==> config.mk <==
export PLATFORM = sky130hd
export DESIGN_NAME = alu_pipe
export DESIGN_NICKNAME = d
export VERILOG_FILES = /design/src/rtl/alu_pkg.sv /design/src/rtl/alu_mul_iter.sv /design/src/rtl/alu_pipe.sv
export SDC_FILE = /design/constraint.sdc
export NUM_CORES = 1
export LEC_CHECK = 0
export ABC_AREA = 1
export CAP_MARGIN = 10
export CORE_UTILIZATION = 55
export CTS_BUF_LIST = sky130_fd_sc_hd__clkbuf_16
export CTS_CLUSTER_SIZE = 10
export DETAILED_ROUTE_END_ITERATION = 6
export PLACE_DENSITY = 0.77
export SLEW_MARGIN = 20
export SYNTH_ARGS = -nofsm -noshare
export SYNTH_HDL_FRONTEND = slang
export SYNTH_SLANG_ARGS = --single-unit
==> constraint.sdc <==
create_clock -name clk -period 4.8 [get_ports clk]
set_input_delay 0.72 -clock clk [delete_from_list [all_inputs] [get_ports clk]]
set_output_delay 0.72 -clock clk [all_outputs]
set_load 0.02 [all_outputs]
==> src/rtl/alu_pkg.sv <==
// Shared definitions for the pipelined ALU: opcode groups, per-group op codes,
// flag bit positions and the controller state encoding.
package alu_pkg;

    localparam logic [1:0] GRP_ARITH = 2'b00;
    localparam logic [1:0] GRP_LOGIC = 2'b01;
    localparam logic [1:0] GRP_SHIFT = 2'b10;
    localparam logic [1:0] GRP_MUL   = 2'b11;

    localparam logic [1:0] OP_ADD  = 2'b00;
    localparam logic [1:0] OP_SUB  = 2'b01;
    localparam logic [1:0] OP_ADC  = 2'b10;
    localparam logic [1:0] OP_SBB  = 2'b11;

    localparam logic [1:0] OP_AND  = 2'b00;
    localparam logic [1:0] OP_OR   = 2'b01;
    localparam logic [1:0] OP_XOR  = 2'b10;
    localparam logic [1:0] OP_NOT  = 2'b11;

    localparam logic [1:0] OP_SLL  = 2'b00;
    localparam logic [1:0] OP_SRL  = 2'b01;
    localparam logic [1:0] OP_SRA  = 2'b10;
    localparam logic [1:0] OP_ROL  = 2'b11;

    localparam logic [1:0] OP_MUL  = 2'b00;
    localparam logic [1:0] OP_MULH = 2'b01;

    // Flags are packed {Z,N,C,V}, so Z is the most significant bit.
    localparam int FLG_Z = 3;
    localparam int FLG_N = 2;
    localparam int FLG_C = 1;
    localparam int FLG_V = 0;

    typedef enum logic [1:0] {
        IDLE = 2'b00,
        MUL  = 2'b01,
        DONE = 2'b10
    } state_t;

    // Only MUL and MULH use the iterative multiplier; the two reserved codes
    // of the multiply group complete in a single cycle.
    function automatic logic isIterMul(input logic [3:0] opcode);
        return (opcode[3:2] == GRP_MUL) && (opcode[1] == 1'b0);
    endfunction

endpackage

==> src/rtl/alu_mul_iter.sv <==
// Iterative shift-add unsigned multiplier: one partial product per clock,
// DATA_WIDTH iterations after start, full 2*DATA_WIDTH product held afterwards.
module alu_mul_iter #(
    parameter int DATA_WIDTH = 8
) (
    input  logic                      clk,
    input  logic                      rst,
    input  logic                      start_i,
    input  logic [DATA_WIDTH-1:0]     a_i,
    input  logic [DATA_WIDTH-1:0]     b_i,
    output logic                      busy_o,
    output logic                      done_o,
    output logic [2*DATA_WIDTH-1:0]   product_o
);

    localparam int W   = DATA_WIDTH;
    localparam int CNW = $clog2(DATA_WIDTH);
    localparam logic [CNW-1:0] LAST = CNW'(W - 1);

    logic [2*W-1:0] mcand_q;
    logic [W-1:0]   mplier_q;
    logic [2*W-1:0] product_q;
    logic [CNW-1:0] count_q;
    logic           busy_q;

    // done_o marks the cycle whose closing edge performs the final iteration.
    assign done_o    = busy_q && (count_q == LAST);
    assign busy_o    = busy_q;
    assign product_o = product_q;

    always_ff @(posedge clk or posedge rst) begin
        if (rst) begin
            mcand_q   <= '0;
            mplier_q  <= '0;
            product_q <= '0;
            count_q   <= '0;
            busy_q    <= 1'b0;
        end else if (start_i) begin
            mcand_q   <= {{W{1'b0}}, a_i};
            mplier_q  <= b_i;
            product_q <= '0;
            count_q   <= '0;
            busy_q    <= 1'b1;
        end else if (busy_q) begin
            if (mplier_q[0]) begin
                product_q <= product_q + mcand_q;
            end
            mcand_q  <= mcand_q << 1;
            mplier_q <= mplier_q >> 1;
            count_q  <= count_q + 1'b1;
            if (done_o) begin
                busy_q <= 1'b0;
            end
        end
    end

endmodule

==> src/rtl/alu_pipe.sv <==
// Registered, valid/ready handshaked ALU with Z/N/C/V flags, a chaining carry
// register for ADC/SBB and an iterative unsigned multiply group.
module alu_pipe
    import alu_pkg::*;
#(
    parameter  int DATA_WIDTH   = 8,
    parameter  int OPCODE_WIDTH = 4,
    localparam int SHW          = $clog2(DATA_WIDTH)
) (
    input  logic                    clk,
    input  logic                    rst,
    input  logic                    in_valid,
    output logic                    in_ready,
    input  logic [DATA_WIDTH-1:0]   a,
    input  logic [DATA_WIDTH-1:0]   b,
    input  logic [OPCODE_WIDTH-1:0] opcode,
    output logic                    out_valid,
    input  logic                    out_ready,
    output logic [DATA_WIDTH-1:0]   result,
    output logic [3:0]              flags,
    output logic                    carry_q
);

    localparam int W   = DATA_WIDTH;
    localparam int MSB = DATA_WIDTH - 1;

    state_t         state_q;
    logic           outValid_q;
    logic [W-1:0]   result_q;
    logic [3:0]     flags_q;
    logic           mulHigh_q;

    logic           inXfer;
    logic           outXfer;
    logic [1:0]     grp;
    logic [1:0]     op;
    logic [SHW-1:0] shamt;

    logic [W-1:0]   aluResult_d;
    logic           aluC_d;
    logic           aluV_d;
    logic [3:0]     aluFlags_d;
    logic [W-1:0]   mulResult_d;
    logic [3:0]     mulFlags_d;

    logic [W:0]     arith;
    logic           carryIn;
    logic [2*W-1:0] sllExt;
    logic [2*W-1:0] rolExt;
    logic [W:0]     srlExt;
    logic [W:0]     sraExt;

    logic           mulStart;
    logic           mulBusy;
    logic           mulDone;
    logic [2*W-1:0] mulProduct;

    assign grp   = opcode[3:2];
    assign op    = opcode[1:0];
    assign shamt = b[SHW-1:0];

    assign in_ready  = (state_q == IDLE) && (!outValid_q || out_ready);
    assign inXfer    = in_valid && in_ready;
    assign outXfer   = outValid_q && out_ready;
    assign out_valid = outValid_q;
    assign result    = result_q;
    assign flags     = flags_q;

    assign mulStart = inXfer && isIterMul(opcode);

    alu_mul_iter #(
        .DATA_WIDTH (DATA_WIDTH)
    ) u_mul (
        .clk       (clk),
        .rst       (rst),
        .start_i   (mulStart),
        .a_i       (a),
        .b_i       (b),
        .busy_o    (mulBusy),
        .done_o    (mulDone),
        .product_o (mulProduct)
    );

    // Shifters work on widened copies so the last bit shifted out lands in a
    // fixed position (and is naturally zero for a shift of 0).
    always_comb begin
        carryIn = (op == OP_ADC || op == OP_SBB) ? carry_q : 1'b0;
        if (op[0]) begin
            arith = {1'b0, a} - {1'b0, b} - {{W{1'b0}}, carryIn};
        end else begin
            arith = {1'b0, a} + {1'b0, b} + {{W{1'b0}}, carryIn};
        end
        sllExt = {{W{1'b0}}, a} << shamt;
        rolExt = {a, a} << shamt;
        srlExt = {a, 1'b0} >> shamt;
        sraExt = $signed({a, 1'b0}) >>> shamt;
    end

    always_comb begin
        aluResult_d = '0;
        aluC_d      = 1'b0;
        aluV_d      = 1'b0;
        case (grp)
            GRP_ARITH: begin
                aluResult_d = arith[W-1:0];
                aluC_d      = arith[W];
                if (op[0]) begin
                    aluV_d = (a[MSB] != b[MSB]) && (arith[MSB] != a[MSB]);
                end else begin
                    aluV_d = (a[MSB] == b[MSB]) && (arith[MSB] != a[MSB]);
                end
            end
            GRP_LOGIC: begin
                case (op)
                    OP_AND:  aluResult_d = a & b;
                    OP_OR:   aluResult_d = a | b;
                    OP_XOR:  aluResult_d = a ^ b;
                    default: aluResult_d = ~a;
                endcase
            end
            GRP_SHIFT: begin
                case (op)
                    OP_SLL: begin
                        aluResult_d = sllExt[W-1:0];
                        aluC_d      = sllExt[W];
                    end
                    OP_SRL: begin
                        aluResult_d = srlExt[W:1];
                        aluC_d      = srlExt[0];
                    end
                    OP_SRA: begin
                        aluResult_d = sraExt[W:1];
                        aluC_d      = sraExt[0];
                    end
                    default: aluResult_d = rolExt[2*W-1:W];
                endcase
            end
            default: aluResult_d = '0;
        endcase

        aluFlags_d        = '0;
        aluFlags_d[FLG_Z] = (aluResult_d == '0);
        aluFlags_d[FLG_N] = aluResult_d[MSB];
        aluFlags_d[FLG_C] = aluC_d;
        aluFlags_d[FLG_V] = aluV_d;
    end

    always_comb begin
        mulResult_d       = mulHigh_q ? mulProduct[2*W-1:W] : mulProduct[W-1:0];
        mulFlags_d        = '0;
        mulFlags_d[FLG_Z] = (mulResult_d == '0);
        mulFlags_d[FLG_N] = mulResult_d[MSB];
        mulFlags_d[FLG_C] = !mulHigh_q && (mulProduct[2*W-1:W] != '0);
        mulFlags_d[FLG_V] = 1'b0;
    end

    // Accepting a new op implies the output register is empty or being
    // drained this cycle, so the MUL path can safely clear out_valid.
    always_ff @(posedge clk or posedge rst) begin
        if (rst) begin
            state_q    <= IDLE;
            outValid_q <= 1'b0;
            result_q   <= '0;
            flags_q    <= '0;
            carry_q    <= 1'b0;
            mulHigh_q  <= 1'b0;
        end else begin
            case (state_q)
                IDLE: begin
                    if (inXfer) begin
                        if (isIterMul(opcode)) begin
                            state_q    <= MUL;
                            mulHigh_q  <= (op == OP_MULH);
                            outValid_q <= 1'b0;
                        end else begin
                            result_q   <= aluResult_d;
                            flags_q    <= aluFlags_d;
                            outValid_q <= 1'b1;
                            if (grp == GRP_ARITH) begin
                                carry_q <= aluFlags_d[FLG_C];
                            end
                        end
                    end else if (outXfer) begin
                        outValid_q <= 1'b0;
                    end
                end
                MUL: begin
                    // A non-busy multiplier here can only mean it was lost; never stall.
                    if (mulDone || !mulBusy) begin
                        state_q <= DONE;
                    end
                end
                DONE: begin
                    result_q   <= mulResult_d;
                    flags_q    <= mulFlags_d;
                    outValid_q <= 1'b1;
                    state_q    <= IDLE;
                end
                default: state_q <= IDLE;
            endcase
        end
    end

endmodule
After elaboration in Yosys (flattened, before gate mapping):

Cells that the tools add are included.
W data, S select, Z words.

* bits of input ports: 24
* logic and storage cells: 110
* flip-flop bits (word level): 61
* output and inout port bits: 15

* eq/ne operators: 17
* bitwise logic cells: 6
* reductions and logical operators: 30
* $add $sub $neg: 6
* mux-type cells: 36
* shift-type cells: 4

Operator list (number)
* $mux W16: 5
* $pmux W8 S3: 3
* $mux W8: 5
* $add A16 B16 Y16: 1
* $logic_not A8 Y1: 2
* $pmux W8 S2: 1
* $shl A16 B3 Y16: 1
* $eq A2 B2 Y1 const B: 5
* $add A8 B8 Y9: 1
* $add A9 B1 Y9: 1
* $logic_and A1 B1 Y1: 9
* $mux W1: 9
* $mux W9: 1
* $reduce_and A3 Y1: 3
* $shl A8 B3 Y9: 1
* $shr A9 B3 Y9: 1
* $sshr A9 B3 Y9: 1
* $sub A8 B8 Y9: 1
* $sub A9 B1 Y9: 1
* $and A8 B8 Y8: 1
* $mux W4: 2
* $not A8 Y8: 1
* $or A8 B8 Y8: 1
* $pmux W4 S2: 1
* 22 further kinds: 41

Depth between registers and ports, before layout:

Gate-level depths: netlist of run 1.

* depth after elaboration: 12
* mapped depth: 19
* mapped depth without buffers: 18

By module:

Synthesis of run 1 repeated with hierarchy kept, for this count alone.

* cell total of the unflattened synthesis: 944
* area, all modules: 6037.0 µm²

Modules (own cells, without submodules)
* alu_pipe: area each 3340.7 µm², cells each 584, times used 1, seq. area each 400.4 µm²
* alu_mul_iter: area each 2696.3 µm², cells each 360, times used 1, seq. area each 1101.1 µm²

Least setup slack after synthesis of run 1:

Ideal clock, no wire load.

* kind: input -> register
* start: in opcode[1]
* end: reg flags_q[3] (netlist: flags[3])
* arrival: 2.568 ns
* buffers on the path: 1
* path slack: 2.159 ns
* setup time: 0.073 ns
* stages: 17
* path through: buf_6 nand2_1 inv_1 fa_1 inv_1 ha_1 nor2_1 o21ai_1 nand2_1 nand3_1 nand3_1 nand2_1 a21oi_2 nand2_1 nor2_1 nand3_1 a21oi_2

* word-level cells in the longest chain between the ends: 10
* elaborated cells on any way between the ends: 20
* those cells by class: add/sub (2); eq/ne (4); mux (8); bitwise (1); reduce/logical (5)

Ends and longest elaborated chain
* from (decl): line alu_pipe.sv:16 `input logic [OPCODE_WIDTH-1:0] opcode,`
* $eq A2 B2 Y1 (on tied branches): line alu_pipe.sv:87, alu_pipe.sv:114, alu_pipe.sv:122
* $logic_or A1 B1 Y1: line alu_pipe.sv:87 `carryIn = (op == OP_ADC || op == OP_SBB) ? carry_q : 1'b0;`
* $mux W1: line alu_pipe.sv:87
* $add A9 B1 Y9 or $sub A9 B1 Y9 (tied branches): line alu_pipe.sv:91, alu_pipe.sv:89
* $mux W9: line alu_pipe.sv:88 `if (op[0]) begin`
* $pmux W8 S3: line alu_pipe.sv:103 `case (grp)`
* $logic_not A8 Y1: line alu_pipe.sv:142 `aluFlags_d[FLG_Z] = (aluResult_d == '0);`
* $mux W4: line alu_pipe.sv:171 `if (isIterMul(opcode)) begin`
* $mux W4: line alu_pipe.sv:170 `if (inXfer) begin`
* $pmux W4 S2: line alu_pipe.sv:168 `case (state_q)`
* to (signal assigned): line alu_pipe.sv:177 `flags_q <= aluFlags_d;`
* to (signal assigned): line alu_pipe.sv:195 `flags_q <= mulFlags_d;`
* to (decl): line alu_pipe.sv:30 `logic [3:0] flags_q;`

Several ways; a longest one is shown, not always the timed one. The select of a mux whose other input is x is not followed.
A chain may end at the register's enable or synchronous reset.

Worst setup path in the final report of run 1:

* start: in b[0]
* end: reg flags_q[3] (netlist: flags[3])

* word-level cells in the longest chain between the ends: 8
* elaborated cells on any way between the ends: 19
* those cells by class: add/sub (4); shift (4); mux (7); bitwise (3); reduce/logical (1)

Ends and longest elaborated chain
* from (decl): line alu_pipe.sv:15 `input logic [DATA_WIDTH-1:0] b,`
* $add A8 B8 Y9 or $sub A8 B8 Y9 (tied branches): line alu_pipe.sv:91, alu_pipe.sv:89
* $add A9 B1 Y9 or $sub A9 B1 Y9 (tied branches): line alu_pipe.sv:91, alu_pipe.sv:89
* $mux W9: line alu_pipe.sv:88
* $pmux W8 S3 *: line alu_pipe.sv:103
* $logic_not A8 Y1 *: line alu_pipe.sv:142
* $mux W4 *: line alu_pipe.sv:171
* $mux W4 *: line alu_pipe.sv:170
* $pmux W4 S2 *: line alu_pipe.sv:168

Every way passes the cells marked *; elsewhere a longest branch is shown, timed or not. The select of a mux whose other input is x is not followed.

==> results by group, run 1 <==
Run status
  – Status: complete, no violations

Power and ir drop
  – Net Sw Frac: 44.2%
  – Leakage: 0.00314 µW
  – Power Density: 461 mW/mm²
  – Worst vdd ir: 0.000318 V
  – Clock power frac: 21.0%
  – Reg power frac: 31.2%
  – P_sw: 1290 µW
  – Pint: 1630 µW
  – Comb pwr share: 47.7%

Yosys
  – Largest cells by area after synthesis: dfrtp_1, nand2_1, ha_1
  – Post-synthesis cell count: 837
  – Seq cells post-synth: 60
  – EDFF count, synth: 0
  – Commonest cells post-synth: nand2_1, inv_1, nand3_1
  – Synthesized Nets: 914
  – Yosys top cell area share: 26.4%
  – Yosys cell types: 45
  – Area leader, netlist: dfrtp_1
  – Register area share after synthesis: 26.4%
  – Synth warn: 0
  – Mapped Area: 0.00569 mm²
  – Top-count cell post-synth: nand2_1
  – Avg Cell Area, Syn: 6.80 µm²
  – Top_reg_cell synth: dfrtp_1
  – Ys async rst share: 100%

Floorplanning
  – Die area: 0.0108 mm²
  – Initial cell density of the core: 57.4%
  – IO Count: 39
  – Die width: 104 µm
  – Die span in y: 104 µm
  – Rows: 36
  – CORE AREA: 0.00991 mm²

Critical path
  – Critical path buffer and inverter count: 2
  – Kind of cell adding the most delay to the critical path: buffers and inverters
  – Crit path DAT: 3.85 ns
  – Worst EP required: 5.05 ns
  – Crit start category: input pin
  – Reg2reg setup slack: 2.22 ns
  – Critical path's slowest cell: clkdlybuf4s50_1
  – Worst-path cell chain: clkdlybuf4s50_1, inv_2, fa_1, fa_1, o21ai_0, a21oi_1, a31oi_1, nand2_1, nor2_1, nand3_1, a21oi_2
  – Slowest stage delay, CP: 0.83 ns
  – Most used cell, CP: fa_1
  – Endpoint class of the critical path: flop
  – Crit path kind: input pin to flop
  – Critical path peak fanout: 14

STA
  – Hold Slack: 0.490 ns
  – Slew Limit Headroom: 40.4%
  – RSZ-0062 raised after global routing: false
  – Final setup margin: 1.20 ns
  – Clk_skew: 0.00338 ns
  – Final setup violating endpoints: 0
  – Period Utilization, post-route: 75.0%
  – Min cycle time layout: 3.60 ns
  – Max-slew violation count: 0
  – Highest clock rate: 0.278 GHz
  – Worst-Margin Slew: 0.895 ns
  – Final Hold Vio Count: 0
  – Post-route setup TNS: 0 ns

Global route
  – Pin count of the biggest net entering global routing: 41
  – First-pass GRT wire length: 27800 µm
  – Initial antenna violation count: 0
  – Vias in the first global route: 5263
  – Grt total ovfl: 0
  – Total GRT Usage: 32.8%

Cells and area
  – Fill cell count: 890
  – Nets: 936
  – FF/Latch Area: 0.00150 mm²
  – Share of layout cells above drive strength 1: 6.26%
  – Multi-input combinational cell area: 0.00360 mm²
  – Area Overhead vs Synth: 11.7%
  – N_diodes: 0

Clock network
  – Clk sinks: 60
  – Post-CTS Setup Bufs: 0
  – Post-CTS Hold Fix Bufs: 0
  – # resized after CTS: 0
  – Root Driver: clkbuf_16
  – Htree depth: 3
  – Clock transition at path regs: 0.05 ns
  – Clock latency on the worst-skew pair: 0.32 ns
  – CTS tree: built
  – Longest Clk Path Bufs: 2
  – Total CTS buffers: 9

Drt
  – Vias: 5944
  – WL final: 17300 µm
  – DRC Markers: 0
  – Drt pass-1 iters: 7
  – Avg Vias per Cell: 5.97
  – Remaining antenna violation count: 0
  – Wire per inst: 17.3 µm
  – Initial DRC count: 544

Placement
  – HPWL Detailed: 13300 µm
  – Port bufs: 38
  – Post-Place Setup Slack: 0.958 ns
  – GP Congestion: 0.982

Worst hold path
  – Min-delay worst type: flop to flop

Run
  – MaxCap Viol Count: 0
-- worst register-to-register path, delay by kind of cell (launching register included) --
| kind | cells | cell delay [ns] |
|---|---|---|
| adder cells (fa/ha/maj) | 2 | 0.78 |
| flip-flops | 1 | 0.41 |
| buffers and inverters | 1 | 0.06 |
| AO/OA/AOI/OAI | 4 | 0.70 |
| AND/OR/NAND/NOR | 4 | 0.42 |
| XOR/XNOR | 1 | 0.14 |
-- kinds of logic (layout without fill, tap and decap cells) --
family | count (synthesis) | after routing | share of synthesized area, %
AO/OA/AOI/OAI | 180 | 180 | 18.5
XOR/XNOR | 9 | 9 | 1.39
buffers and inverters | 133 | 159 | 10.3
adder cells (fa/ha/maj) | 53 | 53 | 12.3
AND/OR/NAND/NOR | 402 | 402 | 31.1
flip-flops | 60 | 60 | 26.4
-- registers in the layout, indices dropped and copies added, names as in the netlist --
name             flops
flags                4
u_mul.mcand_q       16
out_valid            1
u_mul.product_o     16
result               7
u_mul.count_q        3
carry_q              1
u_mul.busy_o         1
mulHigh_q            1
state_q              2
u_mul.mplier_q       8
-- worst paths after layout --
kind	from	end	cells after the start
max in group asynchronous	rst	u_mul.product_o[3]	3
max reg2reg	carry_q	flags[3]	12
min reg2reg	result[2]	result[2]	1
max	b[0]	flags[3]	11
min	result[2]	result[2]	1
min in group asynchronous	rst	u_mul.count_q[2]	2
-- layer usage --
layer | GRT usage (%) | vias to the layer above | wire length (µm) | share of wire [%]
met5 | 0 | - | 0 | 0
met1 | 47.5 | 2741 | 7530 | 44
met4 | 8.88 | 0 | 442 | 2.6
met3 | 7.99 | 39 | 1910 | 11
met2 | 48.6 | 318 | 7380 | 43
li1 | - | 2846 | - | -
-- power by group through the flow --
stage	Combinational, µW	Sequential [µW]	Clock (µW)
finish	1400	914	615
global route	1560	937	645
CTS	1380	909	616
detailed placement	1360	914	0
global placement	1340	907	0
floorplan	980	868	0
-- layout by cell type (no fill, tap or decap), drive strengths merged, types with 4 or more instances in the layout --
master	netlist	layout
nand2	233	233
inv	97	97
nand3	90	90
a21oi	66	66
dfrtp	60	60
o21ai	57	57
nor2	55	55
ha	48	48
clkdlybuf4s50	0	38
o211ai	20	20
a31oi	13	13
nand4	9	9
o22ai	9	9
clkbuf	12	9
clkinv	3	7
xor2	6	6
buf	21	6
nor3	6	6
nand3b	5	5
fa	5	5
o221ai	4	4
-- layout make-up --
type	count	area share, %
flip-flops and latches	60	23.6
clock buffers	9	3.55
well taps	133	2.62
multi-input cells	644	56.7
clock inverters	6	0.886
inverters	100	5.95
repair buffers	44	6.70
-- per-stage QoR --
stage	util (%)	cell area, µm²	total power, µW	std cells
3_3_place_gp	61.3	6070	2250	981
6_report	64.1	6350	2930	996
2_1_floorplan	-	5690	1850	837
4_1_cts	64.1	6350	2910	996
5_1_grt	64.1	6350	3140	996
3_5_place_dp	61.3	6070	2280	981
Note: power is estimated with default switching activity, not from simulation.
==> run 2: changes to the inputs <==
--- a/config.mk
+++ b/config.mk
@@ -11,7 +11,7 @@
 export CTS_BUF_LIST = sky130_fd_sc_hd__clkbuf_16
 export CTS_CLUSTER_SIZE = 10
 export DETAILED_ROUTE_END_ITERATION = 6
-export PLACE_DENSITY = 0.77
+export PLACE_DENSITY = 0.8
 export SLEW_MARGIN = 20
 export SYNTH_ARGS = -nofsm -noshare
 export SYNTH_HDL_FRONTEND = slang
==> constraint.sdc (replaced) <==
create_clock -name clk -period 3.09 [get_ports clk]
set_input_delay 0.4635 -clock clk [delete_from_list [all_inputs] [get_ports clk]]
set_output_delay 0.4635 -clock clk [all_outputs]
set_load 0.02 [all_outputs]
==> run 2 against run 1 <==
  * Sequential power rose by 50%
  * Utilization rose by 2.1 points
  * Wire length barely moved
  * Critical endpoint unchanged
  * Global-route usage rose by 0.63 points
  * Clock skew rose by 0.0041 ns
  * Non-clock buffer count rose by 26
  * Via count rose by 3.8%
  * Setup slack got worse by 0.98 ns
  * Sequential share of layout area fell by 0.75 points
  * Clock power rose by 58%
==> results by group, run 2 (same netlist as run 1, synthesis figures left out) <==
Global route
  – Met3 usage: 7.93%
  – Initial antenna violation count: 0
  – Total GRT Usage: 33.4%
  – GR Layer Usage met2: 50.1%
  – Met1 usage: 45.1%
  – Top Usage Layer GRT: met2
  – Grt total ovfl: 0
  – Vias in the first global route: 5975
  – First-pass GRT wire length: 28800 µm
  – Pin count of the biggest net entering global routing: 41

STA
  – Hold Slack: 0.490 ns
  – RSZ-0062 raised after global routing: false
  – Final Hold Vio Count: 0
  – Period Utilization, post-route: 92.9%
  – Max-slew violation count: 0
  – Highest clock rate: 0.349 GHz
  – Slew Limit Headroom: 52.4%
  – Post-route setup TNS: 0 ns
  – Worst-Margin Slew: 0.711 ns
  – Min cycle time layout: 2.87 ns
  – Final setup violating endpoints: 0
  – Clk_skew: 0.00746 ns

Cells and area
  – N_diodes: 0
  – Share of layout cells above drive strength 1: 9.00%
  – Commonest non-fill, non-tap cell in the layout: nand2_1
  – Area Overhead vs Synth: 15.3%
  – Nets: 962
  – Commonest non-fill, non-tap cells in the layout: nand2_1, inv_1, nand3_1
  – Cell area after layout: 0.00656 mm²

Drt
  – Vias: 6172
  – Wire per inst: 16.9 µm
  – DRC Markers: 0
  – WL final: 17300 µm
  – Remaining antenna violation count: 0
  – Initial DRC count: 483
  – Avg Vias per Cell: 6.04
  – Drt pass-1 iters: 6

Power and ir drop
  – Clock power frac: 21.1%
  – Pint: 2570 µW
  – Worst vdd ir: 0.000465 V
  – Reg power frac: 29.8%
  – Net Sw Frac: 44.0%
  – Power Density: 701 mW/mm²
  – P_sw: 2030 µW
  – Leakage: 0.00327 µW
  – Comb pwr share: 49.1%

Worst hold path
  – Hold depth: 2
  – Hold path endpoint: flags[0]
  – Min-delay worst type: flop to flop
  – Min-Delay Startpoint: flags[0]

Critical path
  – Worst EP required: 3.35 ns
  – Crit path kind: input pin to flop
  – Critical path peak fanout: 3
  – Endpoint class of the critical path: flop
  – Reg2reg path depth: 16
  – Crit start category: input pin
  – Most used cell, CP: nand2_1
  – Origin of the critical flop-to-flop path: carry_q
  – Slowest stage delay, CP: 0.52 ns
  – Worst-path cell chain: clkdlybuf4s50_1, nand2_1, inv_1, fa_1, inv_1, ha_1, nor2_1, o21ai_1, nand2_1, nand2_1, nand2_1, nand3_1, nand3_1, nand2_1, nor2_1, nand3_1, a21oi_2
  – Critical path's slowest cell: fa_1
  – Capture point of the worst reg-to-reg path: flags[3]
  – Reg2reg setup slack: 0.37 ns
  – Crit path DAT: 3.13 ns

Clock network
  – # resized after CTS: 0
  – Htree depth: 3
  – Total CTS buffers: 9
  – Clock transition at path regs: 0.05 ns
  – Clock latency on the worst-skew pair: 0.33 ns
  – Clk sinks: 60
  – Root Driver: clkbuf_16
  – Longest Clk Path Bufs: 2
  – Post-CTS Setup Bufs: 0
  – Post-CTS Hold Fix Bufs: 0
  – CTS tree: built

Placement
  – GP Congestion: 0.979
  – Post-DP Area: 0.00628 mm²
  – HPWL Detailed: 13300 µm
  – Port bufs: 38

Floorplanning
  – Rows: 36
  – Initial cell density of the core: 57.4%
  – Die area: 0.0108 mm²
  – Die span in y: 104 µm
  – CORE AREA: 0.00991 mm²
  – IO Count: 39
  – Die width: 104 µm

Run
  – MaxCap Viol Count: 0

Run status
  – Status: complete, no violations
-- run 2: power by group through the flow --
stage / Clock, µW / Sequential (µW) / Combinational (µW)
finish: 969 / 1370 / 2260
detailed placement: 0 / 1370 / 2200
global placement: 0 / 1350 / 2110
global route: 1020 / 1400 / 2510
CTS: 973 / 1360 / 2220
floorplan: 0 / 1350 / 1520
-- run 2: how the worst max path moves through the flow --
stage | slack [ns] | endpoint | start
2_1_floorplan | 0.71 | flags[3] | opcode[1]
3_3_place_gp | 0.12 | flags[3] | b[0]
3_5_place_dp | -0.04 | flags[3] | opcode[1]
4_1_cts | 0.27 | flags[3] | opcode[1]
5_1_grt | 0.04 | flags[3] | opcode[1]
6_report | 0.22 | flags[3] | opcode[1]
-- run 2: worst max-delay path: cells and delay by family --
family	cells	cell delay, ns
AND/OR/NAND/NOR	10	1.10
adder cells (fa/ha/maj)	2	0.71
buffers and inverters	3	0.59
AO/OA/AOI/OAI	2	0.26
-- run 2: final cells by class --
type,instances,area (µm²)
Timing Repair Buffer,70,633
Fill cell,874,3350
Inverter,100,378
Tap cell,133,166
Clock buffer,9,225
Multi-Input combinational cell,644,3600
Sequential cell,60,1500
Clock inverter,6,56.3
-- run 2: per-layer routing --
metal | routed length [µm] | part of all wire (%)
met1 | 7210 | 42
met2 | 7640 | 44
met3 | 1770 | 10
met4 | 652 | 3.8
met5 | 0 | 0
-- run 2: metrics by stage --
| step | instances | utilization [%] | worst slack, ns | power [µW] |
|---|---|---|---|---|
| after detailed placement | 1007 | 63.4 | -0.0406 | 3570 |
| final | 1022 | 66.2 | 0.221 | 4600 |
| after floorplan | 837 | - | 0.706 | 2870 |
| after global placement | 1007 | 63.4 | 0.118 | 3460 |
| after global routing | 1022 | 66.2 | 0.0370 | 4930 |
| after CTS | 1022 | 66.2 | 0.273 | 4560 |
